<file path="config.mk">
export PLATFORM = sky130hd
export DESIGN_NAME = delta_adc_fsm
export DESIGN_NICKNAME = d
export VERILOG_FILES = /design/src/rtl/delta_adc_pkg.sv /design/src/rtl/delta_adc_fsm_sync_2ff.sv /design/src/rtl/delta_adc_fsm.sv
export SDC_FILE = /design/constraint.sdc
export NUM_CORES = 1
export LEC_CHECK = 0
export CAP_MARGIN = 20
export CORE_ASPECT_RATIO = 1.4
export CORE_UTILIZATION = 57
export DETAILED_ROUTE_END_ITERATION = 10
export GPL_TIMING_DRIVEN = 0
export PLACE_DENSITY = 0.95
export SYNTH_ARGS = -nofsm -noshare
export SYNTH_HDL_FRONTEND = slang
export SYNTH_HIERARCHICAL = 1
export SYNTH_SLANG_ARGS = --single-unit
</file>
<file path="constraint.sdc">
create_clock -name clk -period 3.85 [get_ports clk]
set_input_delay 0.77 -clock clk [delete_from_list [all_inputs] [get_ports clk]]
set_output_delay 0.77 -clock clk [all_outputs]
set_load 0.01 [all_outputs]
</file>
<file path="src/rtl/delta_adc_pkg.sv">
// Shared definitions for the delta ADC: state encoding and data width.
package delta_adc_pkg;

    localparam int ADC_WIDTH = 16;

    localparam logic [1:0] IDLE   = 2'd0;
    localparam logic [1:0] SETTLE = 2'd1;
    localparam logic [1:0] SAMPLE = 2'd2;
    localparam logic [1:0] UPDATE = 2'd3;

    typedef enum logic [1:0] {
        ST_IDLE   = IDLE,
        ST_SETTLE = SETTLE,
        ST_SAMPLE = SAMPLE,
        ST_UPDATE = UPDATE
    } state_t;

endpackage

</file>
<file path="src/rtl/delta_adc_fsm_sync_2ff.sv">
// Two-flop synchronizer for a single asynchronous input, cleared by reset.
module sync_2ff (
    input  logic clk,
    input  logic rst,
    input  logic d,
    output logic q
);

    logic meta_q;
    logic sync_q;

    // Shift the asynchronous input through two flops to resolve metastability.
    always_ff @(posedge clk or posedge rst) begin
        if (rst) begin
            meta_q <= 1'b0;
            sync_q <= 1'b0;
        end else begin
            meta_q <= d;
            sync_q <= meta_q;
        end
    end

    assign q = sync_q;

endmodule

</file>
<file path="src/rtl/delta_adc_fsm.sv">
// Tracking FSM of the delta ADC: waits for the PWM/RC filter to settle,
// samples the comparator, steps the value up or down with saturation and
// flags lock once the loop keeps reversing direction.
module delta_adc_fsm
    import delta_adc_pkg::*;
#(
    parameter int WIDTH          = ADC_WIDTH,
    parameter int STEP           = 1,
    parameter int SETTLE_PERIODS = 2,
    parameter int LOCK_REVERSALS = 4
) (
    input  logic             clk,
    input  logic             reset,
    input  logic             start,
    input  logic             period_end,
    input  logic             comp_in,
    input  logic [WIDTH-1:0] cur_value,
    output logic [WIDTH-1:0] next_value,
    output logic             enable,
    output logic             busy,
    output logic             settled
);

    localparam int CNT_W = $clog2(SETTLE_PERIODS + 1);
    localparam int REV_W = $clog2(LOCK_REVERSALS + 1);

    localparam logic [WIDTH:0]     STEP_X      = (WIDTH + 1)'(STEP);
    localparam logic [WIDTH:0]     MAX_X       = {1'b0, {WIDTH{1'b1}}};
    localparam logic [CNT_W-1:0]   SETTLE_LAST = CNT_W'(SETTLE_PERIODS);
    localparam logic [REV_W-1:0]   REV_MAX     = REV_W'(LOCK_REVERSALS);

    state_t             state_q, state_d;
    logic [CNT_W-1:0]   settle_cnt_q, settle_cnt_d;
    logic [CNT_W-1:0]   settle_inc;
    logic [REV_W-1:0]   rev_cnt_q, rev_cnt_d;
    logic               last_dir_q, last_dir_d;
    logic               have_dir_q, have_dir_d;
    logic [WIDTH-1:0]   next_value_q, next_value_d;
    logic               enable_q, enable_d;
    logic               comp_s;

    logic [WIDTH:0]     cur_x;
    logic [WIDTH:0]     up_x;
    logic [WIDTH:0]     dn_x;
    logic [WIDTH-1:0]   step_value;

    sync_2ff u_comp_sync (
        .clk (clk),
        .rst (reset),
        .d   (comp_in),
        .q   (comp_s)
    );

    // Saturating step: the extra top bit catches overflow above MAX and borrow below 0.
    always_comb begin
        cur_x = {1'b0, cur_value};
        up_x  = cur_x + STEP_X;
        dn_x  = cur_x - STEP_X;
        if (comp_s) begin
            step_value = (up_x > MAX_X) ? MAX_X[WIDTH-1:0] : up_x[WIDTH-1:0];
        end else begin
            step_value = dn_x[WIDTH] ? '0 : dn_x[WIDTH-1:0];
        end
    end

    // Next-state, settle counting, lock tracking and update pulse generation.
    always_comb begin
        state_d      = state_q;
        settle_cnt_d = settle_cnt_q;
        rev_cnt_d    = rev_cnt_q;
        last_dir_d   = last_dir_q;
        have_dir_d   = have_dir_q;
        next_value_d = next_value_q;
        enable_d     = 1'b0;
        settle_inc   = settle_cnt_q + 1'b1;

        case (state_q)
            ST_IDLE: begin
                rev_cnt_d  = '0;
                have_dir_d = 1'b0;
                if (start) begin
                    state_d      = ST_SETTLE;
                    settle_cnt_d = '0;
                end
            end
            ST_SETTLE: begin
                if (!start) begin
                    state_d    = ST_IDLE;
                    rev_cnt_d  = '0;
                    have_dir_d = 1'b0;
                end else if (period_end) begin
                    if (settle_inc == SETTLE_LAST) begin
                        state_d = ST_SAMPLE;
                    end else begin
                        settle_cnt_d = settle_inc;
                    end
                end
            end
            ST_SAMPLE: begin
                next_value_d = step_value;
                enable_d     = 1'b1;
                state_d      = ST_UPDATE;
                // The first update after IDLE only establishes a direction.
                if (have_dir_q) begin
                    if (comp_s != last_dir_q) begin
                        rev_cnt_d = (rev_cnt_q == REV_MAX) ? rev_cnt_q : rev_cnt_q + 1'b1;
                    end else begin
                        rev_cnt_d = '0;
                    end
                end
                last_dir_d = comp_s;
                have_dir_d = 1'b1;
            end
            ST_UPDATE: begin
                if (start) begin
                    state_d      = ST_SETTLE;
                    settle_cnt_d = '0;
                end else begin
                    state_d    = ST_IDLE;
                    rev_cnt_d  = '0;
                    have_dir_d = 1'b0;
                end
            end
            default: begin
                state_d = ST_IDLE;
            end
        endcase
    end

    // State and datapath registers; reset aborts any update in flight.
    always_ff @(posedge clk or posedge reset) begin
        if (reset) begin
            state_q      <= ST_IDLE;
            settle_cnt_q <= '0;
            rev_cnt_q    <= '0;
            last_dir_q   <= 1'b0;
            have_dir_q   <= 1'b0;
            next_value_q <= '0;
            enable_q     <= 1'b0;
        end else begin
            state_q      <= state_d;
            settle_cnt_q <= settle_cnt_d;
            rev_cnt_q    <= rev_cnt_d;
            last_dir_q   <= last_dir_d;
            have_dir_q   <= have_dir_d;
            next_value_q <= next_value_d;
            enable_q     <= enable_d;
        end
    end

    assign next_value = next_value_q;
    assign enable     = enable_q;
    assign busy       = (state_q != ST_IDLE);
    assign settled    = (rev_cnt_q >= REV_MAX);

endmodule

</file>
== Yosys cells after proc, flatten, opt, wreduce, memory -nomap -nowiden ==
Index checks and enable logic that the tools add are counted.

* Output and inout port bits: 19
* Bits of input ports: 21
* Register bits after elaboration: 28

* Add/subtract/negate cells: 4
* Mux-type cells: 22
* Equal/unequal tests: 16
* Reductions and logical operators: 8
* $lt $le $gt $ge: 2

{| class="wikitable"
|+ Operators with widths
! cell !! count
|-
| 16-bit two-way mux || 3
|-
| 16-bit by 1-bit adder with 17-bit output, second input constant || 1
|-
| 17-bit by 16-bit greater-than comparator with 1-bit output, second input constant || 1
|-
| 16-bit by 1-bit subtractor with 17-bit output, second input constant || 1
|-
| 2-bit two-way mux || 8
|-
| 3-bit two-way mux || 4
|-
| 2-bit inequality test, second input constant || 6
|-
| 3-bit inequality test, second input constant || 3
|-
| 3-bit case mux with 3 select lines || 1
|-
| 2-bit case mux with 4 select lines || 1
|-
| 2-bit == test, second input constant || 3
|-
| 3-bit AND reduction || 2
|-
| 5-bit AND reduction || 1
|-
| 2-bit case mux with 2 select lines || 1
|-
| 2-bit nonzero test || 2
|-
| 2-bit OR reduction || 2
|-
| 3-bit by 1-bit adder with 3-bit output, second input constant || 1
|-
| 3-bit == test, second input constant || 1
|-
| 3-bit greater-or-equal comparator, second input constant || 1
|-
| 1-bit two-way mux || 3
|-
| 1-bit case mux with 3 select lines || 1
|-
| 2-bit by 1-bit adder with 2-bit output, second input constant || 1
|-
| 2-bit by 1-bit == test with 1-bit output, second input constant || 1
|-
| 2-bit logical NOT || 1
|-
| other kinds (2) || 2
|}

== Longest topological paths before layout ==
* Word-level depth: 6
* Gate-level depth with buffers: 7
* Gate-level depth less buffers: 7

== Modules after synthesis ==
The synthesis kept the hierarchy.

{| class="wikitable"
|+ Modules (own cells, without submodules)
! module !! cells each !! area an instance (µm²) !! times used
|-
| delta_adc_fsm || 252 || 2,100.8 || 1
|-
| sync_2ff || 3 || 53.8 || 1
|}

== Least setup slack after synthesis ==
OpenSTA, ideal clock, no wires.

* Kind: input -> register
* Start point: in cur_value[0]
* End point: reg next_value_q[10] (netlist: next_value[10])
* Buffers on the path: 0
* Setup slack: 1.571 ns
* Cell stages on the path: 7
* Arrival: 2.136 ns
* Path through: inv_1 -> ha_1 -> nor3b_2 -> nand2_1 -> or4_1 -> mux2i_1 -> o221ai_1

* Longest elaborated chain between the ends: 4
* Elaborated cells on any way between the ends: 6
* Those cells by class: add/sub (2); order compare (1); mux (3)

{| class="wikitable"
|+ RTL lines
! item !! line !! source
|-
| start, declared || delta_adc_fsm.sv:17 || <nowiki>input logic [WIDTH-1:0] cur_value,</nowiki>
|-
| 16-bit by 1-bit adder with 17-bit output || delta_adc_fsm.sv:57 || <nowiki>up_x = cur_x + STEP_X;</nowiki>
|-
| 17-bit by 16-bit greater-than comparator with 1-bit output || delta_adc_fsm.sv:60 || <nowiki>step_value = (up_x > MAX_X) ? MAX_X[WIDTH-1:0] : up_x[WIDTH-1:0];</nowiki>
|-
| 16-bit two-way mux || delta_adc_fsm.sv:60 ||
|-
| 16-bit two-way mux * || delta_adc_fsm.sv:59 || <nowiki>if (comp_s) begin</nowiki>
|-
| end signal, assigned || delta_adc_fsm.sv:146 || <nowiki>next_value_q <= next_value_d;</nowiki>
|-
| end, declared || delta_adc_fsm.sv:38 || <nowiki>logic [WIDTH-1:0] next_value_q, next_value_d;</nowiki>
|}

Every way passes the cells marked *; elsewhere a longest branch is shown, timed or not.
A chain may end at the register's enable or synchronous reset.

== Worst setup path after layout ==
Ends and elaborated chain as after synthesis.

==> impl_metrics.ini <==
[synthesis]
ys_seq_elements = 28
postSynthAreaPerCell_um2 = 8.45
postSynthCellCount = 255
synth-main-ff-cell = dfrtp_1
ys_types = 52
synthAdderAreaFrac_pct = 5.81
synth_edf_count = 0
netlist_area_um2 = 2150
synth_warnings = 6
muxShareOfSynthArea_pct = 2.85
synth-async-reset-ratio_pct = 100
synth-xor-area-share_pct = 4.88
ys_seq_area_share_pct = 32.5
synth-simple-area-share_pct = 25.0
synth.net_count = 286
synth_top_family_by_area = simple AND/OR/NAND/NOR gates
synth_compound_area_share_pct = 21.6

[final_layout]
nets = 322
fillers = 282
multiInputGateArea_um2 = 1300
regArea_um2 = 701
instances_no_fill = 332
most-common-layout-cells = clkdlybuf4s50_1 (30), dfrtp_1 (28), nor2_1 (21), nand2_1 (20), inv_1 (19)
largest_reg_flops = 16
drive_gt1_share_pct = 9.31
syn2layout_area_growth_pct = 21.0
num_antenna_cells = 0
layout_commonest_cell = clkdlybuf4s50_1

[placed_design]
place_congestion = 0.968
hpwl_um = 3890
place_ws_ps = 721
dpl.cell_count = 327
portBuffers = 30

[drt]
via_count = 2041
ant_nets = 0
wl_per_cell_um = 16.0
firstDrtPassIters = 4
drtIter0Drc = 65
viasPerCell = 6.15
wl_met2_um = 2750
drt-total-wl_um = 5320
top_layer = met4
wl_met3_um = 207
met1Wirelength_um = 2200
drc_errors = 0

[timing]
finClkSkew_ps = 4.67
max_slew.worst_pin.slew_ps = 659
rsz0062_at_grt = no
fmax_mhz = 347
finalSetupTns_ps = 0
fin_crit_ps = 2880
slew_headroom_pct = 54.9
slew_violations = 0
setup_ws_ps = 969
hold_viol_final = 0
setup_violations = 0
fin_crit_sh_pct = 74.8

[global_route]
gr-total-overflow = 0
grt_pass1_wl_um = 8290
grt_pass1_vias = 1821
track_usage_pct = 27.6
antenna_found_initial = 0
grt_max_degree = 27

[setup_path]
end_kind = flop
worstReg2RegEnd = next_value[13]
rrSetupSlack_ps = 1650
worst_ep_arrival_time_ps = 3020
crit_path_max_fanout = 6
path_delay_family = simple AND/OR/NAND/NOR gates
crit_chain = clkdlybuf4s50_1, inv_1, ha_1, nor3b_2, nand2_1, or4_1, mux2i_1, o221ai_1
slowest_delay_ps = 500
r2r_cells = 6
worst_setup_path_start_kind = input port
cp_data_required_time_ps = 3990
crit_buf_inv = 2
rr_startpoint = state_q[0]
critPathKind = in2reg
cp_slowest_cell = clkdlybuf4s50_1

[clock_tree]
cts_made_buffers = 3
ctsHoldBuffers = 0
clkSinkCount = 28
cts_resized = 0
clockBufferDepth = 2
clk_pin_slew_ps = 100
insertion_delay_ps = 270
post_cts.repair.setup_buffers = 0
h-tree-depth = 1
root_buffer = clkbuf_8
cts_tree = yes

[floorplan]
rows = 26
io_pins = 40
die_y_um = 74.7
coreArea_um2 = 3640
design.die.area_um2 = 4030
start_util_pct = 59.1
die_w_um = 54.0

[min_path]
holdPathStages = 0
whs_endpoint = u_comp_sync/q
hp-class = reg2reg
hp-start = u_comp_sync/meta_q

[flow_run]
cap_violations = 0

[power]
p_per_area_nw_per_um2 = 514
ir_drop_uv = 487
p_leak_nw = 1.07

[outcome]
status = complete, no violations
-- power breakdown --
group          leakage [nW]  switching (mW)  internal, mW
clock network        0.0357          0.0949         0.139
logic                 0.686           0.314         0.320
registers             0.345          0.0680         0.405
total                  1.07           0.477         0.864
-- worst max-delay path by stage --
stage / start / endpoint / slack, ps / cells after the start
2_1_floorplan: cur_value[0] / next_value[10] / 1570 / 7
3_3_place_gp: cur_value[0] / next_value[10] / 750 / 8
3_5_place_dp: cur_value[0] / next_value[10] / 720 / 8
4_1_cts: cur_value[0] / next_value[10] / 1020 / 8
5_1_grt: cur_value[0] / next_value[10] / 820 / 8
6_report: cur_value[0] / next_value[10] / 970 / 8
-- through the flow --
step | instance area, um2 | hold WS (ps) | utilization, % | power [mW]
2_1_floorplan | 2150 | 331 | - | 0.827
3_3_place_gp | 2510 | 341 | 68.8 | 1.09
3_5_place_dp | 2510 | 352 | 68.8 | 1.11
4_1_cts | 2580 | 375 | 70.8 | 1.34
5_1_grt | 2610 | 381 | 71.5 | 1.44
6_report | 2610 | 370 | 71.5 | 1.34
-- worst reg2reg max path: stages, from the launching register on --
cell and delay, ps:
dfrtp_1 420, inv_1 130, ha_1 250, clkbuf_1 400, clkbuf_1 480, o311ai_0 310, o21ai_1 140
-- cell usage after synthesis, drive strengths merged (2+ instances only) --
master,number,area [um2]
nor3b,2,20.0
and4,2,17.5
mux2i,5,50.1
nand2,21,81.3
o221ai,8,70.1
clkbuf,8,30.0
nand4,7,50.1
dfrtp,28,701
xnor2,9,78.8
buf,10,56.3
o21ai,18,90.1
o21a,3,22.5
nand3,5,25.0
o22ai,2,12.5
and2,2,12.5
nor3,8,40.0
nand2b,8,50.1
nor2b,2,12.5
o31a,3,26.3
ha,10,125
a2111oi,2,17.5
nor2,21,78.8
a211oi,2,15.0
xor2,3,26.3
o32ai,2,17.5
nand3b,2,15.0
inv,19,71.3
o211ai,3,22.5
or4,3,30.0
nor4,5,61.3
a31oi,8,50.1
a21oi,12,60.1
and3,2,13.8
-- per-layer routing --
layer | up-vias | global-route usage, %
li1 | 997 | -
met1 | 961 | 34.3
met2 | 64 | 47.6
met3 | 19 | 2.63
met4 | 0 | 11.4
met5 | - | 0
-- cell families after synthesis --
logic type / count (synthesis)
simple gates: 92
mux: 6
fa+ha+maj: 10
compound gates: 70
flops: 28
buf+inv: 37
xor+xnor: 12
-- final cells by class --
class                           instances  share of cell area (%)
Multi-Input combinational cell        190                    49.7
Sequential cell                        28                    26.9
Timing Repair Buffer                   31                    12.6
Buffer                                 18                    3.31
Inverter                               19                    2.74
Tap cell                               42                    2.02
Clock buffer                            3                    1.58
Clock inverter                          1                    1.15
Power figures use the tool's default switching activity.
